## src/rtl/mem_arbiter.sv

```systemverilog
// mem_arbiter: two-port round-robin arbiter in front of a single-outstanding memory with timeout
module mem_arbiter #(
    parameter int TIMEOUT_CYCLES = 16
) (
    input  logic        clk_i,
    input  logic        rst_i,
    input  logic        m0_valid_i,
    input  logic        m0_wen_i,
    input  logic [31:0] m0_addr_i,
    input  logic [31:0] m0_wdata_i,
    input  logic [3:0]  m0_strb_i,
    output logic [31:0] m0_rdata_o,
    output logic        m0_done_o,
    output logic        m0_err_o,
    input  logic        m1_valid_i,
    input  logic        m1_wen_i,
    input  logic [31:0] m1_addr_i,
    input  logic [31:0] m1_wdata_i,
    input  logic [3:0]  m1_strb_i,
    output logic [31:0] m1_rdata_o,
    output logic        m1_done_o,
    output logic        m1_err_o,
    output logic        mem_valid_o,
    output logic        mem_wen_o,
    output logic [31:0] mem_addr_o,
    output logic [31:0] mem_wdata_o,
    output logic [3:0]  mem_strb_o,
    input  logic [31:0] mem_rdata_i,
    input  logic        mem_done_i
);
    typedef enum logic [1:0] {IDLE, ISSUE, WAIT, RESP} state_e;
    state_e      state_q;
    logic [7:0]  cnt_q;
    logic        last_q, gnt_q, gnt_d;
    logic        mv_q, wen_q;
    logic [31:0] addr_q, wdata_q;
    logic [3:0]  strb_q;
    logic [1:0]  done_q, err_q;
    logic [31:0] rdata_q [2];
    logic        fin_d;
    assign gnt_d = (m0_valid_i && m1_valid_i) ? ~last_q : m1_valid_i;
    assign fin_d = mem_done_i || (cnt_q == 8'(TIMEOUT_CYCLES - 1));
    always_ff @(posedge clk_i) begin
        if (rst_i) begin
            state_q <= IDLE;
            cnt_q   <= '0;
            last_q  <= 1'b1;
            gnt_q   <= 1'b0;
            mv_q    <= 1'b0;
            wen_q   <= 1'b0;
            addr_q  <= '0;
            wdata_q <= '0;
            strb_q  <= '0;
            done_q  <= '0;
            err_q   <= '0;
            rdata_q <= '{default: '0};
        end else begin
            mv_q   <= 1'b0;
            done_q <= '0;
            case (state_q)
                IDLE: if (m0_valid_i || m1_valid_i) begin
                    gnt_q   <= gnt_d;
                    wen_q   <= gnt_d ? m1_wen_i   : m0_wen_i;
                    addr_q  <= gnt_d ? m1_addr_i  : m0_addr_i;
                    wdata_q <= gnt_d ? m1_wdata_i : m0_wdata_i;
                    strb_q  <= gnt_d ? m1_strb_i  : m0_strb_i;
                    mv_q    <= 1'b1;
                    state_q <= ISSUE;
                end
                ISSUE: begin
                    cnt_q   <= '0;
                    state_q <= WAIT;
                end
                WAIT: if (fin_d) begin
                    // a real completion wins over a timeout landing in the same cycle
                    rdata_q[gnt_q] <= mem_done_i ? mem_rdata_i : '0;
                    err_q[gnt_q]   <= ~mem_done_i;
                    done_q[gnt_q]  <= 1'b1;
                    state_q        <= RESP;
                end else begin
                    cnt_q <= cnt_q + 8'd1;
                end
                RESP: begin
                    last_q  <= gnt_q;
                    state_q <= IDLE;
                end
                default: state_q <= IDLE;
            endcase
        end
    end
    assign mem_valid_o = mv_q;
    assign mem_wen_o   = wen_q;
    assign mem_addr_o  = addr_q;
    assign mem_wdata_o = wdata_q;
    assign mem_strb_o  = strb_q;
    assign m0_done_o   = done_q[0];
    assign m1_done_o   = done_q[1];
    assign m0_err_o    = err_q[0];
    assign m1_err_o    = err_q[1];
    assign m0_rdata_o  = rdata_q[0];
    assign m1_rdata_o  = rdata_q[1];
endmodule

```

## config.mk

```make
export PLATFORM = sky130hd
export DESIGN_NAME = mem_arbiter
export DESIGN_NICKNAME = d
export VERILOG_FILES = /design/src/rtl/mem_arbiter.sv
export SDC_FILE = /design/constraint.sdc
export NUM_CORES = 1
export LEC_CHECK = 0
export CAP_MARGIN = 20
export CORE_AREA = 2 2 122 124
export CTS_BUF_LIST = sky130_fd_sc_hd__clkbuf_16
export CTS_CLUSTER_DIAMETER = 50
export CTS_CLUSTER_SIZE = 30
export DETAILED_ROUTE_END_ITERATION = 16
export DIE_AREA = 0 0 124 126
export DONT_BUFFER_PORTS = 1
export PLACE_DENSITY_LB_ADDON = 0.12
export SLEW_MARGIN = 15
export SYNTH_ARGS = -nofsm -noshare
export SYNTH_HDL_FRONTEND = slang
export SYNTH_SLANG_ARGS = --single-unit
```

## constraint.sdc

```tcl
create_clock -name clk_i -period 2.2 [get_ports clk_i]
set_input_delay 0.44 -clock clk_i [delete_from_list [all_inputs] [get_ports clk_i]]
set_output_delay 0.44 -clock clk_i [all_outputs]
set_load 0.02 [all_outputs]
```

Word-level counts from Yosys, hierarchy flattened
Index checks and enable logic that the tools add are counted.
- flip-flop bits (word level): 150
- bits in latches: 0
- RAM bits: 0
- ROM bits: 0
- input bits: 175
- output and inout port bits: 138
- word-level logic and storage cells: 62
- memories: 0
- add/sub/neg operators: 1
- $mul: 0
- divide/modulo/power cells: 0
- $lt $le $gt $ge: 4
- eq/ne operators: 7
- shifts and indexed selects: 0
- muxes and demuxes: 18
- bitwise operators: 6
- reduce and logical (&&, ||, !) cells: 13
- operators by type and width (cell ; number):
    two-way mux 32 bit ; 4
    bitwise mux 64 bit ; 1
    demux 32 bit (select 1 bit) ; 1
    case mux 8 bit (2 select lines) ; 1
    adder 8 x 1 -> 8 bit (second input constant) ; 1
    equality test 8 x 4 -> 1 bit (second input constant) ; 1
    two-way mux 8 bit ; 1
    case mux 2 bit (4 select lines) ; 1
    AND reduction 2 bit ; 4
    != test 2 bit (second input constant) ; 3
    NOT 1 bit ; 5
    equality test 2 bit (second input constant) ; 2
    two-way mux 1 bit ; 4
    two-way mux 2 bit ; 2
    two-way mux 4 bit ; 1
    logical AND 1 bit ; 3
    OR reduction 3 bit ; 1
    bitwise mux 2 bit ; 1
    equality test 2 x 1 -> 1 bit (second input constant) ; 1
    >= comparator 2 bit (second input constant) ; 1
    zero test 2 bit ; 1
    logical OR 1 bit ; 2
    < comparator 1 x 2 -> 1 bit (second input constant) ; 1
    < comparator 2 x 1 -> 1 bit (second input constant) ; 1
    other kinds (5) ; 5

Depth between registers and ports, before layout
- depth after elaboration: 6
- mapped depth: 8
- mapped depth without buffers: 6

Worst setup path after synthesis
No wires, ideal clock.
- path kind: reg-to-reg
- start point: reg cnt_q[0]
- end point: reg rdata_q, in the netlist m0_rdata_o[10]
- library setup time: 117 ps
- arrival time: 1569 ps
- data required time: 2083 ps
- setup slack: 514 ps
- cell stages (with the launch flop): 7
- buffers on the path: 1
- period minus slack after synthesis: 1686 ps
- cells stage by stage: dfxtp_1 ha_1 nand4b_4 o41ai_4 a21oi_4 buf_6 a32o_1
- word-level cells in the longest chain between the ends: 3
- RTL lines (what ; line ; source):
    start, declared ; 33 ; logic [7:0] cnt_q;
    start signal, assigned ; 81 ; cnt_q <= cnt_q + 8'd1;
    equality test 8 x 4 -> 1 bit ; 42 ; assign fin_d = mem_done_i || (cnt_q == 8'(TIMEOUT_CYCLES - 1));
    logical OR 1 bit ; 42 ;
    AND reduction 2 bit (no line) ; - ;
    end signal, assigned by index ; 76 ; rdata_q[gnt_q] <= mem_done_i ? mem_rdata_i : '0;
    end, declared ; 39 ; logic [31:0] rdata_q [2];
Every way passes these cells.
A chain may end at the register's enable or synchronous reset.

Worst setup path after layout
- start point: reg cnt_q[0]
- end point: reg rdata_q, in the netlist m1_rdata_o[16]
Same word-level chain as after synthesis.

==> flow_metrics.env <==
export IMPL_die_h_um=126
export IMPL_dieWidth_um=124
export IMPL_grt_pass1_vias=4236
export IMPL_portBuffers=0
export IMPL_clk_latency_ns=0.42
export IMPL_dp_hpwl_mm=10.55
export IMPL_grt_setup_unrepaired="no"
export IMPL_status="completed"
export IMPL_antenna_found_initial=0
export IMPL_dieArea_um2=15620
export IMPL_synth_area_um2=5938
export IMPL_worstSetupStartpointType="flop"
export IMPL_skew_ns=0.009928
export IMPL_layout_drive_gt1_share_pct=9.725
export IMPL_fin_tns_setup_ns=0
export IMPL_htree_levels=4
export IMPL_powerDensity_nw_per_um2=1328
export IMPL_synth_top_family_by_area="compound AO/OA/AOI/OAI gates"
export IMPL_muxShareOfSynthArea_pct=11.97
export IMPL_gp_congestion=0.8226
export IMPL_synth_compound_area_share_pct=23.75
export IMPL_synthArstFlopShare_pct=0
export IMPL_viasPerCell=5.936
export IMPL_io_pins=313
export IMPL_fin_crit_sh_pct=85.40
export IMPL_fin_util_pct=46.61
export IMPL_drv_slew=0
export IMPL_fin_ws_ns=0.3213
export IMPL_diodes=0
export IMPL_finalHoldViolCount=0
export IMPL_clkTransAtPathRegs_ns=0.07
export IMPL_synth_top_area_cell="dfxtp_1"
export IMPL_ctsHoldBuffers=0
export IMPL_setup_violations=0
export IMPL_synth_xor_area_share_pct=0
export IMPL_dpl_cell_count=697
export IMPL_crit_arrival_ns=2.19
export IMPL_drtIter0Drc=283
export IMPL_power_leakage_nw=2.423
export IMPL_synth_cells=554
export IMPL_grt_max_degree=86
export IMPL_ctsResizeCount=0
export IMPL_clock_tree_buffer_depth=2
export IMPL_relSlewSlack_pct=59.22
export IMPL_cts_root_buf="clkbuf_16"
export IMPL_yosysWarnings=0
export IMPL_num_nets_final=712
export IMPL_first_pass_iters=5
export IMPL_min_period_ns=1.879
export IMPL_tightest_slew_ns=0.6062
export IMPL_coreArea_um2=14310
export IMPL_rows=44
export IMPL_drc=0
export IMPL_drt_wl_total_mm=15.00
export IMPL_cts_tree="done"
export IMPL_cp_required_ns=2.51
export IMPL_cts_buffers=17
export IMPL_syn_nets=734
export IMPL_ys_ff_latch=150
export IMPL_synthFlopType="dfxtp_1"
export IMPL_syn_avg_cell_area_um2=10.72
export IMPL_vias=4327
export IMPL_wl_per_cell_um=20.58
export IMPL_synth_simple_area_share_pct=7.838
export IMPL_end_kind="flop"
export IMPL_cts_setup_buffers=0
export IMPL_grt_usage_pct=18.91
export IMPL_synthTopCellsByArea="dfxtp_1, mux2i_1, a32o_1"
export IMPL_crit_fanout=32
export IMPL_synthToLayoutAreaGrowth_pct=12.35
export IMPL_fmax_ghz=0.5323
export IMPL_postRouteAntennaNets=0
export IMPL_ys_seq_area_share_pct=50.57
export IMPL_peakVddDrop_mv=0.6725
export IMPL_final_cells=729
export IMPL_netlist_top_cells_count="dfxtp_1, nor2_1, a211oi_1"
export IMPL_yosysMostFrequentCell="dfxtp_1"
export IMPL_cts_sinks=150
export IMPL_yosysUniqueCellTypes=40
export IMPL_hold_slack_ns=0.1105
export IMPL_synth_top_area_share_pct=50.57
export IMPL_start_util_pct=41.49
export IMPL_crit_type="flop to flop"
export IMPL_pre_cts_slack_ns=0.3469
export IMPL_synth_edff_count=0
export IMPL_globalRouteOverflowTotal=0
export IMPL_grt_pass1_wl_mm=22.79
export IMPL_drv_cap=0
export IMPL_synth_fa_ha_area_share_pct=1.054
export IMPL_min_path_type="input pin to flop"
==> kinds of logic (layout without fill, tap and decap cells) <==
family | after synthesis | in the layout
DFF | 150 | 150
buffers and inverters | 60 | 51
muxes | 71 | 71
and+or+nand+nor | 105 | 105
AOI/OAI and AO/OA | 163 | 163
adders and majority gates | 5 | 5
==> metal layers <==
metal	track usage (%)	up-vias	wire length (µm)
met2	30.61	214	7379
met3	9.013	15	1662
li1	-	2081	-
met4	6.808	0	206
met5	0	-	0
met1	21.68	2017	5755
==> sequential cells by signal, summed over array words and instances (netlist names), 2 cells and up <==
name,cells
cnt_q,8
done_q,2
err_q,2
m0_rdata_o,32
m1_rdata_o,32
mem_addr_o,32
mem_strb_o,4
mem_wdata_o,32
state_q,2
==> path summary, 6_finish.rpt <==
path / startpoint / endpoint / slack (ns) / cells after the start
setup / recovery: cnt_q[0]$_SDFFE_PP0P_ / m1_rdata_o[16]$_SDFFE_PP0P_ / 0.32 / 6
hold / removal: rst_i / cnt_q[6]$_SDFFE_PP0P_ / 0.11 / 1
setup reg to reg: cnt_q[0]$_SDFFE_PP0P_ / m1_rdata_o[16]$_SDFFE_PP0P_ / 0.32 / 6
hold reg to reg: state_q[1]$_SDFFE_PP0P_ / state_q[1]$_SDFFE_PP0P_ / 0.51 / 2
==> critical path, cell delays in order, from the launching register on <==
cell and delay (ns):
dfxtp_1 0.36, ha_1 0.27, nand4b_4 0.16, o41ai_4 0.44, a21oi_4 0.11, buf_12 0.19
a32o_1 0.22
==> power by group <==
group	leakage [nW]	total [mW]	internal [mW]	switching, mW
Clock	0.281	2.79	1.51	1.28
Sequential	1.23	4.25	3.25	1.00
Combinational	0.914	1.82	0.777	1.04
==> cell usage in the layout, fill, tap and decap left out, types with 3 or more instances in the layout <==
master and instances:
a211oi_1 72, a21oi_1 3, a31oi_1 3, a32o_1 65, buf_12 6, buf_4 7
clkbuf_16 17, dfxtp_1 150, ha_1 5, inv_1 6, inv_6 9, inv_8 5
mux2i_1 71, nand2_1 9, nor2_1 75, nor4_1 3, o21a_1 3, o21ai_0 3
==> area by class of cell <==
type	count	area (µm²)
Clock inverter	15	142.6
Clock buffer	17	425.4
Multi-Input combinational cell	344	2675
Timing Repair Buffer	13	172.7
Inverter	6	22.52
Tap cell	184	230.2
Sequential cell	150	3003
Fill cell	1349	7642
==> stage by stage <==
step	instance area [µm²]	total power, mW
3_3_place_gp	6103	6.107
5_1_grt	6671	9.414
6_report	6671	8.860
3_5_place_dp	6103	6.160
2_1_floorplan	5938	5.629
4_1_cts	6671	8.990
(Power assumes the default switching activity.)
